==> src/rtl/cla_seq_add_ctrl_pkg.sv <==
// Shared types and sizing helpers for the sequential carry-lookahead add/subtract block.
// Operand widths are fixed per instance; the helpers derive slice count and counter width.
package cla_seq_pkg;

   typedef enum logic [1:0] {
      IDLE = 2'd0,
      RUN  = 2'd1,
      DONE = 2'd2
   } state_t;

   localparam int unsigned DEF_DATA_WIDTH  = 64;
   localparam int unsigned DEF_SLICE_WIDTH = 16;
   localparam int unsigned NUM_SLICES      = DEF_DATA_WIDTH / DEF_SLICE_WIDTH;
   localparam int unsigned CNT_W           = $clog2(NUM_SLICES);

   function automatic int unsigned num_slices(input int unsigned dw, input int unsigned sw);
      return dw / sw;
   endfunction

   function automatic int unsigned cnt_width(input int unsigned n);
      return (n < 2) ? 1 : $clog2(n);
   endfunction

   // The slice is built from 2-bit cells and the sequencer needs at least two passes.
   function automatic bit cfg_ok(input int unsigned dw, input int unsigned sw);
      return (sw != 0) && (sw % 2 == 0) && (dw % sw == 0) && (dw / sw >= 2);
   endfunction

endpackage

==> src/rtl/cla_seq_add_ctrl_if.sv <==
// Operand/result handshake bundle for cla_seq_add_ctrl.
// slave = the adder block, master = the requester/consumer.
interface cla_seq_add_ctrl_if #(
   parameter int unsigned DATA_WIDTH = 64
);
   logic                  in_valid;
   logic                  in_ready;
   logic [DATA_WIDTH-1:0] a_in;
   logic [DATA_WIDTH-1:0] b_in;
   logic                  c_in;
   logic                  sub_en;
   logic                  out_valid;
   logic                  out_ready;
   logic [DATA_WIDTH-1:0] sum;
   logic                  c_out;
   logic                  busy;

   modport slave (
      input  in_valid, a_in, b_in, c_in, sub_en, out_ready,
      output in_ready, out_valid, sum, c_out, busy
   );

   modport master (
      output in_valid, a_in, b_in, c_in, sub_en, out_ready,
      input  in_ready, out_valid, sum, c_out, busy
   );
endinterface

==> src/rtl/cla_seq_add_ctrl_slice.sv <==
// Combinational SLICE_WIDTH adder: 2-bit lookahead cells chained by ripple carry.
module cla_slice #(
   parameter int unsigned SLICE_WIDTH = 16
) (
   input  logic [SLICE_WIDTH-1:0] a,
   input  logic [SLICE_WIDTH-1:0] b,
   input  logic                   cin,
   output logic [SLICE_WIDTH-1:0] s,
   output logic                   cout
);
   localparam int unsigned NCELL = SLICE_WIDTH / 2;

   logic [NCELL:0] c;

   assign c[0] = cin;

   for (genvar i = 0; i < NCELL; i++) begin : g_cell
      logic g0, p0, g1, p1;
      assign g0 = a[2*i]   & b[2*i];
      assign p0 = a[2*i]   ^ b[2*i];
      assign g1 = a[2*i+1] & b[2*i+1];
      assign p1 = a[2*i+1] ^ b[2*i+1];
      // Both cell carries come straight from generate/propagate and the cell carry-in.
      assign s[2*i]   = p0 ^ c[i];
      assign s[2*i+1] = p1 ^ (g0 | (p0 & c[i]));
      assign c[i+1]   = g1 | (p1 & g0) | (p1 & p0 & c[i]);
   end

   assign cout = c[NCELL];
endmodule

==> src/rtl/cla_seq_add_ctrl.sv <==
// Sequential wide add/subtract: one CLA slice reused over NUM_SLICES cycles,
// with the inter-slice carry held in a register between passes.
module cla_seq_add_ctrl
   import cla_seq_pkg::*;
#(
   parameter int unsigned DATA_WIDTH  = DEF_DATA_WIDTH,
   parameter int unsigned SLICE_WIDTH = DEF_SLICE_WIDTH
) (
   input  logic              clk,
   input  logic              rst,
   cla_seq_add_ctrl_if.slave bus
);
   localparam int unsigned SLICES = num_slices(DATA_WIDTH, SLICE_WIDTH);
   localparam int unsigned CW     = cnt_width(SLICES);

   if (!cfg_ok(DATA_WIDTH, SLICE_WIDTH)) begin : g_bad_cfg
      $error("cla_seq_add_ctrl: DATA_WIDTH must be a multiple of an even SLICE_WIDTH with at least 2 slices");
   end

   state_t state_q, state_d;

   logic [SLICES-1:0][SLICE_WIDTH-1:0] a_q;
   logic [SLICES-1:0][SLICE_WIDTH-1:0] b_q;
   logic [SLICES-1:0][SLICE_WIDTH-1:0] sum_q;
   logic [CW-1:0]                      cnt_q;
   logic                               carry_q;
   logic                               c_out_q;

   logic [SLICE_WIDTH-1:0] slice_s;
   logic                   slice_cy;
   logic                   last_slice;
   logic                   accept;

   cla_slice #(
      .SLICE_WIDTH(SLICE_WIDTH)
   ) u_slice (
      .a    (a_q[cnt_q]),
      .b    (b_q[cnt_q]),
      .cin  (carry_q),
      .s    (slice_s),
      .cout (slice_cy)
   );

   assign last_slice = (cnt_q == CW'(SLICES - 1));
   assign accept     = (state_q == IDLE) && bus.in_valid;

   always_ff @(posedge clk) begin
      if (rst) state_q <= IDLE;
      else     state_q <= state_d;
   end

   always_comb begin
      state_d = state_q;
      unique case (state_q)
         IDLE:    if (bus.in_valid) state_d = RUN;
         RUN:     if (last_slice)   state_d = DONE;
         DONE:    if (bus.out_ready) state_d = IDLE;
         default: state_d = IDLE;
      endcase
   end

   // Subtraction is folded in at capture time: B is stored inverted and the carry seeded with 1.
   always_ff @(posedge clk) begin
      if (rst) begin
         a_q     <= '0;
         b_q     <= '0;
         sum_q   <= '0;
         cnt_q   <= '0;
         carry_q <= 1'b0;
         c_out_q <= 1'b0;
      end else if (accept) begin
         a_q     <= bus.a_in;
         b_q     <= bus.sub_en ? ~bus.b_in : bus.b_in;
         carry_q <= bus.sub_en ? 1'b1 : bus.c_in;
         cnt_q   <= '0;
      end else if (state_q == RUN) begin
         sum_q[cnt_q] <= slice_s;
         carry_q      <= slice_cy;
         cnt_q        <= cnt_q + CW'(1);
         if (last_slice) c_out_q <= slice_cy;
      end
   end

   assign bus.in_ready  = (state_q == IDLE);
   assign bus.out_valid = (state_q == DONE);
   assign bus.busy      = (state_q != IDLE);
   assign bus.sum       = sum_q;
   assign bus.c_out     = c_out_q;
endmodule

==> src/flat_wrapper.sv <==
// flat-port wrapper written by rule: the top's interface ports become plain ports
module cla_seq_add_ctrl_flat import cla_seq_pkg::*;
#(
   parameter int unsigned DATA_WIDTH  = DEF_DATA_WIDTH,
   parameter int unsigned SLICE_WIDTH = DEF_SLICE_WIDTH
)
  (clk, rst, bus_in_valid, bus_a_in, bus_b_in, bus_c_in, bus_sub_en, bus_out_ready, bus_in_ready, bus_out_valid, bus_sum, bus_c_out, bus_busy);
  cla_seq_add_ctrl_if #(.DATA_WIDTH(DATA_WIDTH)) bus_i ();
  input  logic clk;
  input  logic rst;
  input wire logic [$bits(bus_i.in_valid)-1:0] bus_in_valid;
  input wire logic [$bits(bus_i.a_in)-1:0] bus_a_in;
  input wire logic [$bits(bus_i.b_in)-1:0] bus_b_in;
  input wire logic [$bits(bus_i.c_in)-1:0] bus_c_in;
  input wire logic [$bits(bus_i.sub_en)-1:0] bus_sub_en;
  input wire logic [$bits(bus_i.out_ready)-1:0] bus_out_ready;
  output wire logic [$bits(bus_i.in_ready)-1:0] bus_in_ready;
  output wire logic [$bits(bus_i.out_valid)-1:0] bus_out_valid;
  output wire logic [$bits(bus_i.sum)-1:0] bus_sum;
  output wire logic [$bits(bus_i.c_out)-1:0] bus_c_out;
  output wire logic [$bits(bus_i.busy)-1:0] bus_busy;
  assign bus_i.in_valid = bus_in_valid;
  assign bus_i.a_in = bus_a_in;
  assign bus_i.b_in = bus_b_in;
  assign bus_i.c_in = bus_c_in;
  assign bus_i.sub_en = bus_sub_en;
  assign bus_i.out_ready = bus_out_ready;
  assign bus_in_ready = bus_i.in_ready;
  assign bus_out_valid = bus_i.out_valid;
  assign bus_sum = bus_i.sum;
  assign bus_c_out = bus_i.c_out;
  assign bus_busy = bus_i.busy;
  cla_seq_add_ctrl #(.DATA_WIDTH(DATA_WIDTH), .SLICE_WIDTH(SLICE_WIDTH)) u_core (.clk(clk), .rst(rst), .bus(bus_i));
endmodule
==> config.mk <==
export PLATFORM = sky130hd
export DESIGN_NAME = cla_seq_add_ctrl_flat
export DESIGN_NICKNAME = d
export VERILOG_FILES = /design/src/rtl/cla_seq_add_ctrl_pkg.sv /design/src/rtl/cla_seq_add_ctrl_if.sv /design/src/rtl/cla_seq_add_ctrl_slice.sv /design/src/rtl/cla_seq_add_ctrl.sv /design/src/flat_wrapper.sv
export SDC_FILE = /design/constraint.sdc
export NUM_CORES = 1
export LEC_CHECK = 0
export CELL_PAD_IN_SITES_DETAIL_PLACEMENT = 0
export CELL_PAD_IN_SITES_GLOBAL_PLACEMENT = 1
export CORE_ASPECT_RATIO = 0.9
export CORE_MARGIN = 2
export CORE_UTILIZATION = 38
export CTS_CLUSTER_DIAMETER = 50
export DETAILED_ROUTE_END_ITERATION = 12
export PLACE_DENSITY_LB_ADDON = 0.1
export SETUP_SLACK_MARGIN = 0.15
export SYNTH_ARGS = -nofsm -noshare
export SYNTH_HDL_FRONTEND = slang
export SYNTH_SLANG_ARGS = --single-unit
==> constraint.sdc <==
create_clock -name clk -period 4.8 [get_ports clk]
set_input_delay 1.44 -clock clk [delete_from_list [all_inputs] [get_ports clk]]
set_output_delay 1.44 -clock clk [all_outputs]
set_load 0.1 [all_outputs]
==> run_results.csv <==
group,metric,value,unit
placed_design,placed_cell_area,11000,sq um
final_layout,synthToLayoutAreaGrowth,30.2,%
setup_path,path_buf_inv,0,
clock_network,htree_num_levels,4,
placed_design,dp.cells,1402,
floorplanning,die_w,165,microns
placed_design,numPortBuffers,201,
sta,tns,0,ns
synthesis,synth_seq_cells,198,
synthesis,avgSynthCellArea,9.22,sq um
grt,antenna_found_initial,1,
detailed_routing,final_antenna_net_count,0,
clock_network,cts-root-buf,"clkbuf_16",
worst_hold_path,hp-class,"reg2reg",
final_layout,fillers,2271,
sta,rsz0062_at_grt,"false",
setup_path,crit_chain,"mux4_2 -> ha_1 -> a211o_1 -> a211oi_1 -> o21ai_1 -> a31oi_1 -> o21ai_1 -> fa_1 -> xnor2_1 -> a211oi_1",
sta,worstMarginPinSlew,1.03,ns
synthesis,ys_warn_count,0,
power,vdd_drop_max,0.188,mV
detailed_routing,vias,6981,
clock_network,post_cts_resized,0,
setup_path,cp_slowest_cell,"dfxtp_2",
grt,grtUsageTotal,19.4,%
clock_network,cts_buffers,17,
floorplanning,die_y,149,microns
final_layout,stdcell_area,11600,sq um
detailed_routing,wl_per_cell,16.6,microns
sta,min_period_over_period,82.1,%
sta,slew_viol_final,0,
sta,period_needed,3.94,ns
placed_design,dpl_worst_slack,0.831,ns
setup_path,cp-end-kind,"register",
final_layout,instances_no_fill,1434,
setup_path,cp_top_family,"compound AO/OA/AOI/OAI gates",
synthesis,postSynthNetCount,1128,
status,status,"finished, final reports clean",
synthesis,synth_cells,966,
setup_path,cpPeakStageDelay,0.71,ns
grt,grt_overflow_total,0,
power,total_power,4.06,mW
clock_network,post_cts_buffers,0,
final_layout,nets,1281,
final_layout,num_antenna_cells,0,
sta,finalHoldViolations,0,
setup_path,critPathRequiredTime,5.07,ns
final_layout,seqCellArea,3970,sq um
detailed_routing,drt_pre_antenna_iters,4,
detailed_routing,via_per_inst,4.87,
detailed_routing,dr.first_iter.drc_count,460,
final_layout,drive_above_1_share,8.57,%
sta,setup_ws,0.861,ns
sta,fmax,0.254,GHz
grt,grt_max_degree,131,
sta,setup_violations,0,
final_layout,final_common_cell,"nand2_1",
setup_path,arrival,4.21,ns
floorplanning,coreArea,23200,sq um
placed_design,post-dp-hpwl,17200,microns
clock_network,cts_tree,"yes",
placed_design,routabilityCongestion,0.763,
final_layout,final_cell_mix,"nand2_1 (201), clkdlybuf4s50_1 (199), dfxtp_1 (196)",
sta,hold_ws,0.454,ns
run,cap_violations,0,
grt,grt_first_pass_wirelength,36600,microns
clock_network,cts_hold_buf,0,
detailed_routing,drc,0,
setup_path,critPathKind,"reg2reg",
setup_path,worst-path-max-fanout,18,
floorplanning,die_area,24700,sq um
detailed_routing,wirelength,23800,microns
power,powerDensity,350,nW/um^2
synthesis,yosysUniqueCellTypes,38,
final_layout,final_util,49.9,%
final_layout,multi_input_area,4510,sq um
floorplanning,io_pins,202,
clock_network,clock_sinks,198,
power,p_leak,4.04,nW
synthesis,synth_area,8900,sq um
floorplanning,std_cell_rows,53,
grt,grt_pass1_vias,6576,
floorplanning,start_util,38.4,%
sta,relSlewSlack,31.2,%
clock_network,clk_latency,0.43,ns
clock_network,clockBufferDepth,2,
clock_network,clk_pin_slew_worst_paths,0.07,ns
sta,skew,0.0110,ns
setup_path,startpoint_type,"register",
synthesis,yosysSeqAreaShare,44.5,%
-- path summary, 6_finish.rpt --
path,from,end,slack (ns),cells after the start
worst max register to register,u_core.cnt_q[0]$_SDFFE_PP0P_,u_core.bus.sum[31]$_SDFFE_PP0P_,0.86,10
worst min register to register,u_core.a_q[37]$_SDFFE_PP0P_,u_core.a_q[37]$_SDFFE_PP0P_,0.45,2
worst min-delay path,u_core.a_q[37]$_SDFFE_PP0P_,u_core.a_q[37]$_SDFFE_PP0P_,0.45,2
worst max-delay path,u_core.cnt_q[0]$_SDFFE_PP0P_,u_core.bus.sum[31]$_SDFFE_PP0P_,0.86,10
-- power by group --
| group | internal (mW) | switching [mW] |
|---|---|---|
| logic | 0.332 | 0.483 |
| clock network | 0.760 | 0.675 |
| registers | 1.74 | 0.0644 |
-- flip-flops by register name, indices dropped and copies added (netlist names) --
register	cells
u_core.a_q	64
u_core.b_q	64
u_core.bus.sum	64
u_core.cnt_q	2
u_core.state_q	2
u_core.bus.c_out	1
u_core.carry_q	1
-- area by class of cell --
type,instances,share of cell area [%]
well taps,302,3.26
clock inverters,13,1.19
flip-flops and latches,198,34.2
clock buffers,19,3.91
repair buffers,212,18.2
multi-input cells,679,38.9
inverters,11,0.356
-- metal layers --
metal | global-route usage, % | part of all wire (%)
met5 | 0 | 0.055
met4 | 4.27 | 0.79
met3 | 3.75 | 4.9
met2 | 31.9 | 47
met1 | 26.6 | 47
-- worst min-delay path: cells and delay by family, from the launching register on --
| family | cells | cell delay [ns] |
|---|---|---|
| and+or+nand+nor | 1 | 0.05 |
| AOI/OAI and AO/OA | 1 | 0.05 |
| DFF | 1 | 0.31 |
-- cells by family after synthesis --
| logic type | count (synthesis) | share of synthesized area (%) |
|---|---|---|
| AOI/OAI and AO/OA | 223 | 16.5 |
| buffers and inverters | 89 | 4.93 |
| adders and majority gates | 28 | 4.61 |
| muxes | 32 | 8.09 |
| xor gates and xnor gates | 73 | 7.18 |
| and+or+nand+nor | 323 | 14.2 |
| DFF | 198 | 44.5 |
-- synthesized netlist by cell type, drive strengths merged --
library cell	count	area, sq um
a211o	1	8.76
a311oi	1	8.76
o211ai	2	15.0
nor3b	2	20.0
and2	4	25.0
clkbuf	24	90.1
o21ai	5	25.0
buf	54	308
a21oi	106	531
dfxtp	198	3960
and2b	1	7.51
nor2	105	394
xnor2	73	639
o21a	2	15.0
nor3	2	10.0
o211a	1	10.0
ha	20	250
a31oi	1	6.26
fa	8	160
a211oi	99	813
mux4	32	721
nand3	1	5.00
nand2	203	764
a21o	3	22.5
nand2b	3	18.8
nand3b	1	7.51
nor2b	1	8.76
inv	11	41.3
o21bai	2	15.0
Note: power is estimated with default switching activity, not from simulation.
